--- config.mk ---
export PLATFORM = sky130hd
export DESIGN_NAME = csm_shared_mem
export DESIGN_NICKNAME = d
export VERILOG_FILES = /design/src/rtl/csm_pkg.sv /design/src/rtl/csm_lock_table.sv /design/src/rtl/csm_shared_mem.sv
export SDC_FILE = /design/constraint.sdc
export NUM_CORES = 1
export LEC_CHECK = 0
export ABC_AREA = 1
export CAP_MARGIN = 10
export CORE_MARGIN = 2
export CORE_UTILIZATION = 26
export CTS_CLUSTER_SIZE = 24
export DETAILED_ROUTE_END_ITERATION = 8
export PLACE_DENSITY = 0.54
export SYNTH_ARGS = -nofsm -noshare
export SYNTH_HDL_FRONTEND = slang
export SYNTH_SLANG_ARGS = --single-unit
--- constraint.sdc ---
create_clock -name clk -period 1.7 [get_ports clk]
set_input_delay 0.17 -clock clk [delete_from_list [all_inputs] [get_ports clk]]
set_output_delay 0.17 -clock clk [all_outputs]
set_load 0.03 [all_outputs]
--- src/rtl/csm_pkg.sv ---
// Shared types and defaults for the CSM dual-port shared memory.
`timescale 1ns/1ps
package csm_pkg;

  localparam int unsigned CSM_ADDR_W = 2;
  localparam int unsigned CSM_DATA_W = 8;

  typedef enum logic [2:0] {
    OP_NOP     = 3'd0,
    OP_READ    = 3'd1,
    OP_WRITE   = 3'd2,
    OP_HOLD    = 3'd3,
    OP_RELEASE = 3'd4
  } csm_op_e;

  typedef enum logic [1:0] {
    ERR_NONE      = 2'd0,
    ERR_LOCKED    = 2'd1,
    ERR_NOT_OWNER = 2'd2
  } csm_err_e;

  // Error code for an accepted op given the requester's rights at the accept edge.
  function automatic csm_err_e op_err(input logic [2:0] op, input logic perm, input logic owned);
    csm_err_e err;
    err = ERR_NONE;
    case (op)
      OP_READ, OP_WRITE, OP_HOLD: if (!perm) err = ERR_LOCKED;
      OP_RELEASE:                 if (!owned) err = ERR_NOT_OWNER;
      default:                    err = ERR_NONE;
    endcase
    return err;
  endfunction

endpackage

--- src/rtl/csm_lock_table.sv ---
// Per-address hold flags and owners, with per-port access checks.
`timescale 1ns/1ps
module csm_lock_table
  import csm_pkg::*;
#(
  parameter  int unsigned ADDR_W   = CSM_ADDR_W,
  localparam int unsigned NUM_REGS = 32'(1) << ADDR_W
) (
  input  logic                clk,
  input  logic                rst_n,
  input  logic [ADDR_W-1:0]   a_addr,
  input  logic                a_hold,
  input  logic                a_rel,
  input  logic [ADDR_W-1:0]   b_addr,
  input  logic                b_hold,
  input  logic                b_rel,
  output logic                a_perm_c,
  output logic                a_owned_c,
  output logic                b_perm_c,
  output logic                b_owned_c,
  output logic [NUM_REGS-1:0] lock_vld,
  output logic [NUM_REGS-1:0] lock_own
);

  logic [NUM_REGS-1:0] vld_q, vld_d;
  logic [NUM_REGS-1:0] own_q, own_d;

  // Access rights: free or self-owned grants access; owner 0 is A, 1 is B.
  always_comb begin
    a_owned_c = vld_q[a_addr] && !own_q[a_addr];
    a_perm_c  = !vld_q[a_addr] || !own_q[a_addr];
    b_owned_c = vld_q[b_addr] && own_q[b_addr];
    b_perm_c  = !vld_q[b_addr] || own_q[b_addr];
  end

  // Apply accepted hold/release commands; arbitration keeps the ports on distinct addresses.
  always_comb begin
    vld_d = vld_q;
    own_d = own_q;
    if (a_hold && a_perm_c) begin
      vld_d[a_addr] = 1'b1;
      own_d[a_addr] = 1'b0;
    end
    if (a_rel && a_owned_c) vld_d[a_addr] = 1'b0;
    if (b_hold && b_perm_c) begin
      vld_d[b_addr] = 1'b1;
      own_d[b_addr] = 1'b1;
    end
    if (b_rel && b_owned_c) vld_d[b_addr] = 1'b0;
  end

  // Lock state registers.
  always_ff @(posedge clk or negedge rst_n) begin
    if (!rst_n) begin
      vld_q <= '0;
      own_q <= '0;
    end else begin
      vld_q <= vld_d;
      own_q <= own_d;
    end
  end

  assign lock_vld = vld_q;
  assign lock_own = own_q;

endmodule

--- src/rtl/csm_shared_mem.sv ---
// Dual-port shared register file with per-address hold ownership and round-robin conflict arbitration.
`timescale 1ns/1ps
module csm_shared_mem
  import csm_pkg::*;
#(
  parameter  int unsigned ADDR_W   = CSM_ADDR_W,
  parameter  int unsigned DATA_W   = CSM_DATA_W,
  localparam int unsigned NUM_REGS = 32'(1) << ADDR_W
) (
  input  logic                clk,
  input  logic                rst_n,
  input  logic                a_valid,
  output logic                a_ready,
  input  logic [2:0]          a_op,
  input  logic [ADDR_W-1:0]   a_addr,
  input  logic [DATA_W-1:0]   a_wdata,
  output logic                a_done,
  output logic [DATA_W-1:0]   a_rdata,
  output logic [1:0]          a_err,
  input  logic                b_valid,
  output logic                b_ready,
  input  logic [2:0]          b_op,
  input  logic [ADDR_W-1:0]   b_addr,
  input  logic [DATA_W-1:0]   b_wdata,
  output logic                b_done,
  output logic [DATA_W-1:0]   b_rdata,
  output logic [1:0]          b_err,
  output logic [NUM_REGS-1:0] lock_vld,
  output logic [NUM_REGS-1:0] lock_own
);

  logic              ready_q, ready_d;
  logic              rr_q, rr_d;
  logic [DATA_W-1:0] mem_q [NUM_REGS];
  logic [DATA_W-1:0] mem_d [NUM_REGS];
  logic              a_done_q, a_done_d, b_done_q, b_done_d;
  logic [DATA_W-1:0] a_rdata_q, a_rdata_d, b_rdata_q, b_rdata_d;
  csm_err_e          a_err_q, a_err_d, b_err_q, b_err_d;

  logic conflict_c, a_acc_c, b_acc_c;
  logic a_perm_c, a_owned_c, b_perm_c, b_owned_c;

  // Same-address requests conflict unless both are reads; the round-robin pointer picks the winner.
  always_comb begin
    ready_d    = 1'b1;
    conflict_c = ready_q && a_valid && b_valid && (a_addr == b_addr)
                 && !((a_op == OP_READ) && (b_op == OP_READ));
    a_ready    = ready_q && !(conflict_c && rr_q);
    b_ready    = ready_q && !(conflict_c && !rr_q);
    a_acc_c    = a_valid && a_ready;
    b_acc_c    = b_valid && b_ready;
    rr_d       = rr_q ^ conflict_c;
  end

  csm_lock_table #(.ADDR_W(ADDR_W)) u_lock (
    .clk       (clk),
    .rst_n     (rst_n),
    .a_addr    (a_addr),
    .a_hold    (a_acc_c && (a_op == OP_HOLD)),
    .a_rel     (a_acc_c && (a_op == OP_RELEASE)),
    .b_addr    (b_addr),
    .b_hold    (b_acc_c && (b_op == OP_HOLD)),
    .b_rel     (b_acc_c && (b_op == OP_RELEASE)),
    .a_perm_c  (a_perm_c),
    .a_owned_c (a_owned_c),
    .b_perm_c  (b_perm_c),
    .b_owned_c (b_owned_c),
    .lock_vld  (lock_vld),
    .lock_own  (lock_own)
  );

  // Register file update and next response for each accepted request.
  always_comb begin
    mem_d     = mem_q;
    a_done_d  = a_acc_c;
    a_rdata_d = '0;
    a_err_d   = ERR_NONE;
    b_done_d  = b_acc_c;
    b_rdata_d = '0;
    b_err_d   = ERR_NONE;
    if (a_acc_c) begin
      a_err_d = op_err(a_op, a_perm_c, a_owned_c);
      if ((a_op == OP_READ) && a_perm_c)  a_rdata_d     = mem_q[a_addr];
      if ((a_op == OP_WRITE) && a_perm_c) mem_d[a_addr] = a_wdata;
    end
    if (b_acc_c) begin
      b_err_d = op_err(b_op, b_perm_c, b_owned_c);
      if ((b_op == OP_READ) && b_perm_c)  b_rdata_d     = mem_q[b_addr];
      if ((b_op == OP_WRITE) && b_perm_c) mem_d[b_addr] = b_wdata;
    end
  end

  // State and response registers; reset discards any in-flight response.
  always_ff @(posedge clk or negedge rst_n) begin
    if (!rst_n) begin
      ready_q   <= 1'b0;
      rr_q      <= 1'b0;
      for (int i = 0; i < int'(NUM_REGS); i++) mem_q[i] <= '0;
      a_done_q  <= 1'b0;
      a_rdata_q <= '0;
      a_err_q   <= ERR_NONE;
      b_done_q  <= 1'b0;
      b_rdata_q <= '0;
      b_err_q   <= ERR_NONE;
    end else begin
      ready_q   <= ready_d;
      rr_q      <= rr_d;
      mem_q     <= mem_d;
      a_done_q  <= a_done_d;
      a_rdata_q <= a_rdata_d;
      a_err_q   <= a_err_d;
      b_done_q  <= b_done_d;
      b_rdata_q <= b_rdata_d;
      b_err_q   <= b_err_d;
    end
  end

  assign a_done  = a_done_q;
  assign a_rdata = a_rdata_q;
  assign a_err   = a_err_q;
  assign b_done  = b_done_q;
  assign b_rdata = b_rdata_q;
  assign b_err   = b_err_q;

endmodule

==> out/metrics.csv, run 1 <==
metric,value,unit
synth_compound_area_frac,0.114,
diodes,0,
final_area,6330,um2
hpwlAfterDp,9.81,mm
place.gp.congestion,0.904,
htree_levels,3,
hold_path_class,primary input to flop,
whs,0.291,ns
drtIter0Drc,267,
power.leakage,2.96,nW
placed_area,5260,um2
hold_viol_final,0,
antenna_found_initial,0,
die_x,126,um
synth_fa_ha_area_frac,0.00652,
fillers,1410,
grt_pass1_vias,4263,
dieHeight,126,um
clk_latency,0.34,ns
drc,0,
synth_simple_gate_area_share,0.351,
clkTransAtPathRegs,0.06,ns
fin_crit,1.81,ns
ios,62,
synth.avg_cell_area,8.13,um2
synth_top_area_frac,0.417,
vias,4121,
grt.overflow.total,0,
rows,44,
ys_ff_latch,64,
synthTopCellsByArea,"dfrtp_1 42%, nand2_1 8.4%, inv_1 6.8%, nand3_1 6.0%, nand4_1 5.9%",
critPathLaunchType,flop,
fin_ws,-0.111,ns
outcome,"complete, but fails checks",
fin_skew,0.00737,ns
drt_wl_total,14.6,mm
wire_per_inst,18.1,um
place_ws,-0.811,ns
ant_nets,0,
cts-root-buf,clkbuf_16,
max_freq,0.552,GHz
finalNetCount,650,
multi_input_area,2470,um2
grt_usage,0.186,
start_util,0.265,
grt_pass1_wl,22.7,mm
yosysSeqAreaShare,0.417,
dieArea,15800,um2
io_buffers,61,
syn2layout_area_growth,64.9,%
synthXorXnorAreaFrac,0.00456,
drt_pre_antenna_iters,5,
rsz0062_at_grt,true,
required,1.96,ns
layout-drive-gt1-share,0.417,
p_per_area,887,nW/um2
yosys.area.top_type,dfrtp_1,
cp_data_arrival_time,2.07,ns
muxShareOfSynthArea,0,
drv_slew,0,
core_area,14500,um2
critPathKind,flop to flop,
synth_cells,472,
cts_inserted_buffers,9,
failed_checks,negative setup slack,
synth_cell_types,39,
syn-cell-area,3840,um2
ir_worst_vdd,0.000503,V
max-cap-violations,0,
yosys_warnings,0,
seqCellArea,1600,um2
setup_viol,40,
clockBufferDepth,2,
grt_max_degree,65,
worstPathMaxFanout,7,
cts.sinks,64,
worstSetupEndpointType,flop,
synth_top_family_by_area,simple AND/OR/NAND/NOR gates,
vias_per_cell,5.11,
cts_tree,built,
fin_cells,807,
syn_nets,504,
min_period_over_period,1.07,
dp_cells,776,
[final timing paths]
kind | end | from | slack [ns] | cells after the start
worst max-delay path | mem_q[20] | ready_q | -0.11 | 11
worst min-delay path | b_err[0] | b_op[2] | 0.29 | 3
worst max register to register | mem_q[20] | ready_q | -0.11 | 11
worst min register to register | u_lock.lock_own[0] | u_lock.lock_own[0] | 0.55 | 2
max in group asynchronous | b_rdata[0] | rst_n | 1.02 | 3
min in group asynchronous | b_done | rst_n | 0.36 | 3
[layer usage]
layer,track usage,routed length [um]
met5,0,0
met4,0.104,452
met3,0.0372,876
met2,0.308,7380
met1,0.227,5920
[where the power goes]
part           internal [mW]  switching [mW]  total (mW)
combinational          0.669           0.931        1.60
sequential              1.76           0.218        1.98
clock                   1.32           0.712        2.04
total                   3.75            1.86        5.62
[area by class of cell]
type	count	area share
Timing Repair inverter	1	0.00119
Timing Repair Buffer	146	0.221
Tap cell	184	0.0364
Sequential cell	64	0.253
Clock buffer	11	0.0383
Clock inverter	5	0.0125
Multi-Input combinational cell	321	0.391
Inverter	75	0.0466
[sequential cells by signal (all words and copies together) (netlist names)]
signal,cells
b_done,1
b_rdata,8
mem_q,32
u_lock.lock_own,4
ready_q,1
a_done,1
a_err,2
rr_q,1
u_lock.lock_vld,4
b_err,2
a_rdata,8
[per-stage QoR]
stage	power [mW]	utilization	setup TNS, ns
after floorplan	2.74	-	-2.62
after global placement	3.25	0.363	-35.90
after detailed placement	3.29	0.363	-37.10
after CTS	5.44	0.411	-4.33
after global routing	5.88	0.437	-5.55
final	5.62	0.437	-2.71
[cells in the final DEF, fill, tap and decap left out, types with 8 or more instances in the layout]
master           instances
nand4_1                 36
o22ai_1                 11
dlygate4sd2_1           10
inv_1                   65
nand3_2                 36
nor2_1                  19
nand3_4                  8
nor2_4                  11
buf_4                   56
clkdlybuf4s50_1         47
buf_6                   23
o21ai_1                 15
clkbuf_16                9
nand2_1                 61
o21ai_2                 19
dfrtp_1                 63
nand2_4                 13
nand2_2                 19
nand3_1                 15
[logic make-up (layout without fill, tap and decap cells)]
logic type,after synthesis,after routing
simple gates,244,247
buf+inv,90,238
compound gates,69,69
fa+ha+maj,2,2
flops,64,64
other cells,1,1
xor+xnor,2,2
[repair_timing]
action	in CTS	in global routing
endpoints found under the hold margin	64	0
gates resized for setup	99	67
buffers inserted	3	10
setup endpoints to repair	64	61
pin swaps	38	76
cloned	4	0
hold buffers	1	0
[synthesized netlist by cell type, drive strengths merged]
master / count
o22ai: 11
clkbuf: 5
a21boi: 2
nor4: 10
xor2: 2
dfrtp: 64
o21ai: 36
o211ai: 1
a221oi: 1
nand4: 37
conb: 1
o221ai: 7
nand2: 96
inv: 75
buf: 10
nand3: 56
ha: 2
o2111ai: 1
nor3: 10
nor2: 35
a21oi: 10
[worst max-delay path, stage by stage, from the launching register on]
cell	delay, ns
dfrtp_1	0.38
nand3_2	0.11
nor4_4	0.05
ha_2	0.19
nor2_4	0.19
nand2_8	0.11
nor2_4	0.14
nand3_4	0.17
buf_12	0.19
nand2_2	0.05
nand3_2	0.05
o21ai_1	0.07
No activity file was read; power rests on OpenSTA's default activity.
==> run 2, diff against run 1 <==
--- a/config.mk
+++ b/config.mk
@@ -6,7 +6,6 @@
 export NUM_CORES = 1
 export LEC_CHECK = 0
 export ABC_AREA = 1
-export CAP_MARGIN = 10
 export CORE_MARGIN = 2
 export CORE_UTILIZATION = 26
 export CTS_CLUSTER_SIZE = 24
==> results of run 2 <==
The final DEF is identical to that of run 1; final timing and power are the same.
